**config.mk**
```make
export PLATFORM = sky130hd
export DESIGN_NAME = slowmem_arbiter_flat
export DESIGN_NICKNAME = d
export VERILOG_FILES = /design/src/rtl/slowmem_arbiter_if.sv /design/src/rtl/slowmem_arbiter.sv /design/src/flat_wrapper.sv
export SDC_FILE = /design/constraint.sdc
export NUM_CORES = 1
export LEC_CHECK = 0
export ABC_AREA = 1
export BUFFER_PORTS_ARGS = -buffer_cell sky130_fd_sc_hd__buf_4
export CAP_MARGIN = 20
export CELL_PAD_IN_SITES_DETAIL_PLACEMENT = 0
export CELL_PAD_IN_SITES_GLOBAL_PLACEMENT = 1
export CORE_MARGIN = 3
export CORE_UTILIZATION = 35
export DETAILED_ROUTE_END_ITERATION = 6
export GPL_TIMING_DRIVEN = 0
export PLACE_DENSITY = 0.93
export SYNTH_ARGS = -nofsm -noshare
export SYNTH_HDL_FRONTEND = slang
export SYNTH_SLANG_ARGS = --single-unit
```
**constraint.sdc**
```tcl
create_clock -name clk -period 2.3 [get_ports clk]
set_input_delay 0.23 -clock clk [delete_from_list [all_inputs] [get_ports clk]]
set_output_delay 0.23 -clock clk [all_outputs]
set_load 0.03 [all_outputs]
```
**src/rtl/slowmem_arbiter_if.sv**
```systemverilog
// slowmem_arbiter_if: request/ack bundle for both cache ports plus the slow memory bus
interface slowmem_arbiter_if #(
    parameter int ADDR_W = 16,
    parameter int DATA_W = 16
);
    logic              req0;
    logic              we0;
    logic [ADDR_W-1:0] addr0;
    logic [DATA_W-1:0] wdata0;
    logic              ack0;
    logic [DATA_W-1:0] rdata0;
    logic              req1;
    logic              we1;
    logic [ADDR_W-1:0] addr1;
    logic [DATA_W-1:0] wdata1;
    logic              ack1;
    logic [DATA_W-1:0] rdata1;
    logic              mem_en;
    logic              mem_we;
    logic [ADDR_W-1:0] mem_addr;
    logic [DATA_W-1:0] mem_wdata;
    logic [DATA_W-1:0] mem_rdata;

    modport slave (
        input  req0, we0, addr0, wdata0, req1, we1, addr1, wdata1, mem_rdata,
        output ack0, rdata0, ack1, rdata1, mem_en, mem_we, mem_addr, mem_wdata
    );

    modport master (
        output req0, we0, addr0, wdata0, req1, we1, addr1, wdata1, mem_rdata,
        input  ack0, rdata0, ack1, rdata1, mem_en, mem_we, mem_addr, mem_wdata
    );
endinterface

```
**src/rtl/slowmem_arbiter.sv**
```systemverilog
// slowmem_arbiter: serializes two cache ports onto one slow memory; SLOWMEM_RR_EN selects round-robin over fixed priority
module slowmem_arbiter #(
    parameter int MEM_WAIT = 4,
    parameter int ADDR_W   = 16,
    parameter int DATA_W   = 16
) (
    input  logic             clk,
    input  logic             reset,
    slowmem_arbiter_if.slave bus
);
    typedef enum logic [1:0] {IDLE, BUSY, DONE} state_t;

    state_t            r_state;
    logic [3:0]        r_cnt;
    logic              r_id;
    logic              r_we;
    logic [ADDR_W-1:0] r_addr;
    logic [DATA_W-1:0] r_wdata;
    logic [DATA_W-1:0] r_rdata0;
    logic [DATA_W-1:0] r_rdata1;
    logic              r_ack0;
    logic              r_ack1;
    logic              w_req;
    logic              w_win;

    assign w_req = bus.req0 | bus.req1;
`ifdef SLOWMEM_RR_EN
    logic r_last;
    assign w_win = bus.req1 & (~bus.req0 | ~r_last);
`else
    assign w_win = bus.req1 & ~bus.req0;
`endif

    assign bus.mem_en    = r_state == BUSY;
    assign bus.mem_we    = (r_state == BUSY) & r_we & (r_cnt == 4'd0);
    assign bus.mem_addr  = r_addr;
    assign bus.mem_wdata = r_wdata;
    assign bus.ack0      = r_ack0;
    assign bus.ack1      = r_ack1;
    assign bus.rdata0    = r_rdata0;
    assign bus.rdata1    = r_rdata1;

    // grant, count down the memory wait, then pulse the winner's ack for one cycle
    always_ff @(posedge clk) begin
        if (!reset) begin
            r_state  <= IDLE;
            r_cnt    <= 4'd0;
            r_id     <= 1'b0;
            r_we     <= 1'b0;
            r_addr   <= '0;
            r_wdata  <= '0;
            r_rdata0 <= '0;
            r_rdata1 <= '0;
            r_ack0   <= 1'b0;
            r_ack1   <= 1'b0;
`ifdef SLOWMEM_RR_EN
            r_last   <= 1'b1;
`endif
        end else begin
            r_ack0 <= 1'b0;
            r_ack1 <= 1'b0;
            case (r_state)
                IDLE: if (w_req) begin
                    r_state <= BUSY;
                    r_id    <= w_win;
                    r_we    <= w_win ? bus.we1 : bus.we0;
                    r_addr  <= w_win ? bus.addr1 : bus.addr0;
                    r_wdata <= w_win ? bus.wdata1 : bus.wdata0;
                    r_cnt   <= 4'(MEM_WAIT - 1);
`ifdef SLOWMEM_RR_EN
                    r_last  <= w_win;
`endif
                end
                BUSY: if (r_cnt != 4'd0) begin
                    r_cnt <= r_cnt - 4'd1;
                end else begin
                    if (!r_we && !r_id) r_rdata0 <= bus.mem_rdata;
                    if (!r_we && r_id) r_rdata1 <= bus.mem_rdata;
                    r_ack0  <= ~r_id;
                    r_ack1  <= r_id;
                    r_state <= DONE;
                end
                default: r_state <= IDLE;
            endcase
        end
    end
endmodule

```
**src/flat_wrapper.sv**
```systemverilog
// flat-port wrapper written by rule: the top's interface ports become plain ports
module slowmem_arbiter_flat 
#(
    parameter int MEM_WAIT = 4,
    parameter int ADDR_W   = 16,
    parameter int DATA_W   = 16
)
  (clk, reset, bus_req0, bus_we0, bus_addr0, bus_wdata0, bus_req1, bus_we1, bus_addr1, bus_wdata1, bus_mem_rdata, bus_ack0, bus_rdata0, bus_ack1, bus_rdata1, bus_mem_en, bus_mem_we, bus_mem_addr, bus_mem_wdata);
  slowmem_arbiter_if #(.ADDR_W(ADDR_W), .DATA_W(DATA_W)) bus_i ();
  input  logic clk;
  input  logic reset;
  input wire logic [$bits(bus_i.req0)-1:0] bus_req0;
  input wire logic [$bits(bus_i.we0)-1:0] bus_we0;
  input wire logic [$bits(bus_i.addr0)-1:0] bus_addr0;
  input wire logic [$bits(bus_i.wdata0)-1:0] bus_wdata0;
  input wire logic [$bits(bus_i.req1)-1:0] bus_req1;
  input wire logic [$bits(bus_i.we1)-1:0] bus_we1;
  input wire logic [$bits(bus_i.addr1)-1:0] bus_addr1;
  input wire logic [$bits(bus_i.wdata1)-1:0] bus_wdata1;
  input wire logic [$bits(bus_i.mem_rdata)-1:0] bus_mem_rdata;
  output wire logic [$bits(bus_i.ack0)-1:0] bus_ack0;
  output wire logic [$bits(bus_i.rdata0)-1:0] bus_rdata0;
  output wire logic [$bits(bus_i.ack1)-1:0] bus_ack1;
  output wire logic [$bits(bus_i.rdata1)-1:0] bus_rdata1;
  output wire logic [$bits(bus_i.mem_en)-1:0] bus_mem_en;
  output wire logic [$bits(bus_i.mem_we)-1:0] bus_mem_we;
  output wire logic [$bits(bus_i.mem_addr)-1:0] bus_mem_addr;
  output wire logic [$bits(bus_i.mem_wdata)-1:0] bus_mem_wdata;
  assign bus_i.req0 = bus_req0;
  assign bus_i.we0 = bus_we0;
  assign bus_i.addr0 = bus_addr0;
  assign bus_i.wdata0 = bus_wdata0;
  assign bus_i.req1 = bus_req1;
  assign bus_i.we1 = bus_we1;
  assign bus_i.addr1 = bus_addr1;
  assign bus_i.wdata1 = bus_wdata1;
  assign bus_i.mem_rdata = bus_mem_rdata;
  assign bus_ack0 = bus_i.ack0;
  assign bus_rdata0 = bus_i.rdata0;
  assign bus_ack1 = bus_i.ack1;
  assign bus_rdata1 = bus_i.rdata1;
  assign bus_mem_en = bus_i.mem_en;
  assign bus_mem_we = bus_i.mem_we;
  assign bus_mem_addr = bus_i.mem_addr;
  assign bus_mem_wdata = bus_i.mem_wdata;
  slowmem_arbiter #(.MEM_WAIT(MEM_WAIT), .ADDR_W(ADDR_W), .DATA_W(DATA_W)) u_core (.clk(clk), .reset(reset), .bus(bus_i));
endmodule
```
==> impl_metrics.yaml <==
placed_design:
  place_ws_ns: 0.804
  gp_congestion: 0.884
  hpwl_um: 7760
  io_buffers: 153
final_layout:
  fin_util_pct: 53.6
  nNetsFinal: 667
  diodes: 0
  area_growth_pct: 46.2
  layout-drive-gt1-share_pct: 40.5
  mostFrequentLayoutCells: "buf_4 (161), nand2_1 (108), dfxtp_1 (74)"
  final_common_cell: "buf_4"
timing:
  fin_ws_ns: 0.465
  final.period_utilization_pct: 79.8
  relSlewSlack_pct: 68.1
  setup_viol: 0
  max_freq_mhz: 545
  min_period_ns: 1.83
  rsz0062_at_grt: "no"
  fin_worst_skew_ns: 0.0115
  setup_tns_ns: 0
  slew_viol_final: 0
  tightest_slew_ns: 0.479
  holdWs_ns: 0.134
  hold_viol: 0
routing:
  drt-total-wl_um: 9660
  detail-route-antenna-nets: 0
  drc: 0
  viasPerCell: 4.77
  routedWlPerCell_um: 14.0
  drt_iter0_drc: 96
  dr_total_vias: 3295
  first_pass_iters: 4
global_route:
  grt.total_usage_pct: 18.5
  antenna_found_initial: 0
  overflow: 0
  grt_max_degree: 13
  grt_pass1_vias: 3260
  grt_pass1_wl_um: 15300
clock_tree:
  cts_resized: 0
  clkTransAtPathRegs_ns: 0.08
  cts-root-buf: "clkbuf_8"
  clock_path_buffers: 2
  cts_sinks: 74
  cts_setup_buffers: 0
  cts_buffers: 9
  worst_skew_pair.late_latency_ns: 0.34
  htree_levels: 3
  cts_tree: "built"
  cts_hold_buf: 0
die:
  coreArea_um2: 8850
  num_rows: 34
  start_util_pct: 36.7
  ios: 154
  die_x_um: 102
  dieArea_um2: 10500
  die_h_um: 102
synthesis:
  synth_warnings: 0
  syn-num-nets: 503
  ys_seq_elements: 74
  synthCells: 415
  synth_cell_types: 27
  syn_area_per_cell_um2: 7.82
  netlist_area_um2: 3250
  yosysSeqAreaShare_pct: 45.6
critical_path:
  cp.arrival_ns: 1.60
  rr_worst_depth: 8
  crit_path_start_kind: "register"
  cp-end-kind: "output pin"
  reg2reg_to: "u_core.bus.rdata0[7]$_SDFFE_PN0P_"
  reg2reg_slack_ns: 0.89
  crit_path_start: "u_core.r_state[0]$_SDFFE_PN0P_"
  cp-endpoint: "bus_mem_we"
  required_ns: 2.07
  cp_max_fo: 10
  r2r_start: "u_core.r_cnt[0]$_SDFFE_PN0P_"
  path_class: "register to output pin"
outcome:
  status: "completed"
power:
  worst_ir_drop_vdd_mv: 0.362
  total_power_mw: 3.59
  p_leak_nw: 2.30
  power.density_nw_per_um2: 756
hold_path:
  hp-class: "primary input to register"
job:
  cap_violations: 0
==> synthesized netlist by cell type <==
cell	n	area (µm²)
nand2_4	1	11.3
nor2_1	32	120
o211ai_1	32	240
nand2_2	1	6.26
a21oi_1	19	95.1
nand3_2	1	10.0
o21ai_2	1	8.76
nor2_2	10	62.6
buf_6	1	11.3
inv_2	4	15.0
xnor2_1	1	8.76
nor3_1	3	15.0
nand4_1	32	200
buf_4	8	60.1
nand2_1	108	405
or2_1	6	37.5
nand3_1	4	20.0
nor2_4	2	22.5
clkbuf_1	8	30.0
buf_2	10	50.1
or2_2	26	163
inv_1	23	86.3
nor2_8	2	40.0
ha_1	2	25.0
dfxtp_1	74	1480
inv_4	1	6.26
o21ai_0	3	15.0
==> metrics by stage <==
step / instance area, µm² / cells
global route: 4750 / 691
floorplan: 3250 / 415
global placement: 4530 / 676
finish: 4750 / 691
detailed placement: 4530 / 676
CTS: 4750 / 691
==> cell families after synthesis <==
logic type / synth area share, %
buffers and inverters: 7.98
adders and majority gates: 0.771
AOI/OAI and AO/OA: 11.1
and+or+nand+nor: 34.3
DFF: 45.6
xor gates and xnor gates: 0.270
==> routing by layer <==
metal	GRT usage, %	wire, µm
met5	0	0
met4	4.24	96
met3	7.17	952
met2	31.4	4610
met1	22.0	4000
==> worst min-delay path by stage <==
stage | from | to | slack [ns] | depth (start not counted)
after detailed placement | u_core.bus.mem_addr[14]$_SDFFE_PN0P_ | u_core.bus.mem_addr[14]$_SDFFE_PN0P_ | 0.44 | 2
after CTS | bus_wdata0[4] | u_core.bus.mem_wdata[4]$_SDFFE_PN0P_ | 0.12 | 3
after global placement | u_core.bus.mem_wdata[3]$_SDFFE_PN0P_ | u_core.bus.mem_wdata[3]$_SDFFE_PN0P_ | 0.44 | 2
after global routing | bus_wdata0[4] | u_core.bus.mem_wdata[4]$_SDFFE_PN0P_ | 0.13 | 3
after floorplan | bus_addr0[0] | u_core.bus.mem_addr[0]$_SDFFE_PN0P_ | 0.38 | 2
final | bus_wdata0[10] | u_core.bus.mem_wdata[10]$_SDFFE_PN0P_ | 0.13 | 3
==> worst max-delay path, cell delays in order, from the launching register on <==
cell and delay, ns:
dfxtp_1 0.33, inv_1 0.04, nor2_1 0.12, buf_4 0.19, buf_4 0.18, nand2_1 0.13, nor2_1 0.11, buf_4 0.17
==> registers in the layout, indices dropped and copies added (netlist names) <==
register and flops:
u_core.bus.rdata0 16, u_core.r_we 1, u_core.bus.ack0 1, u_core.bus.mem_addr 16, u_core.bus.rdata1 16, u_core.bus.ack1 1
u_core.r_id 1, u_core.bus.mem_wdata 16, u_core.r_cnt 4, u_core.r_state 2
==> area by class of cell <==
cell class	count	area, µm²
Buffer	27	151
Clock inverter	5	78.8
Multi-Input combinational cell	286	1510
Sequential cell	74	1480
Clock buffer	10	138
Tap cell	108	135
Timing Repair Buffer	153	1150
Fill cell	845	4100
Inverter	28	108
==> where the power goes <==
part / internal [mW] / switching [mW] / total [mW] / leakage, nW
clock: 0.633 / 0.480 / 1.11 / 0.112
combinational: 0.388 / 0.612 / 1.00 / 1.58
sequential: 1.40 / 0.0729 / 1.47 / 0.605
(Power assumes the default switching activity.)
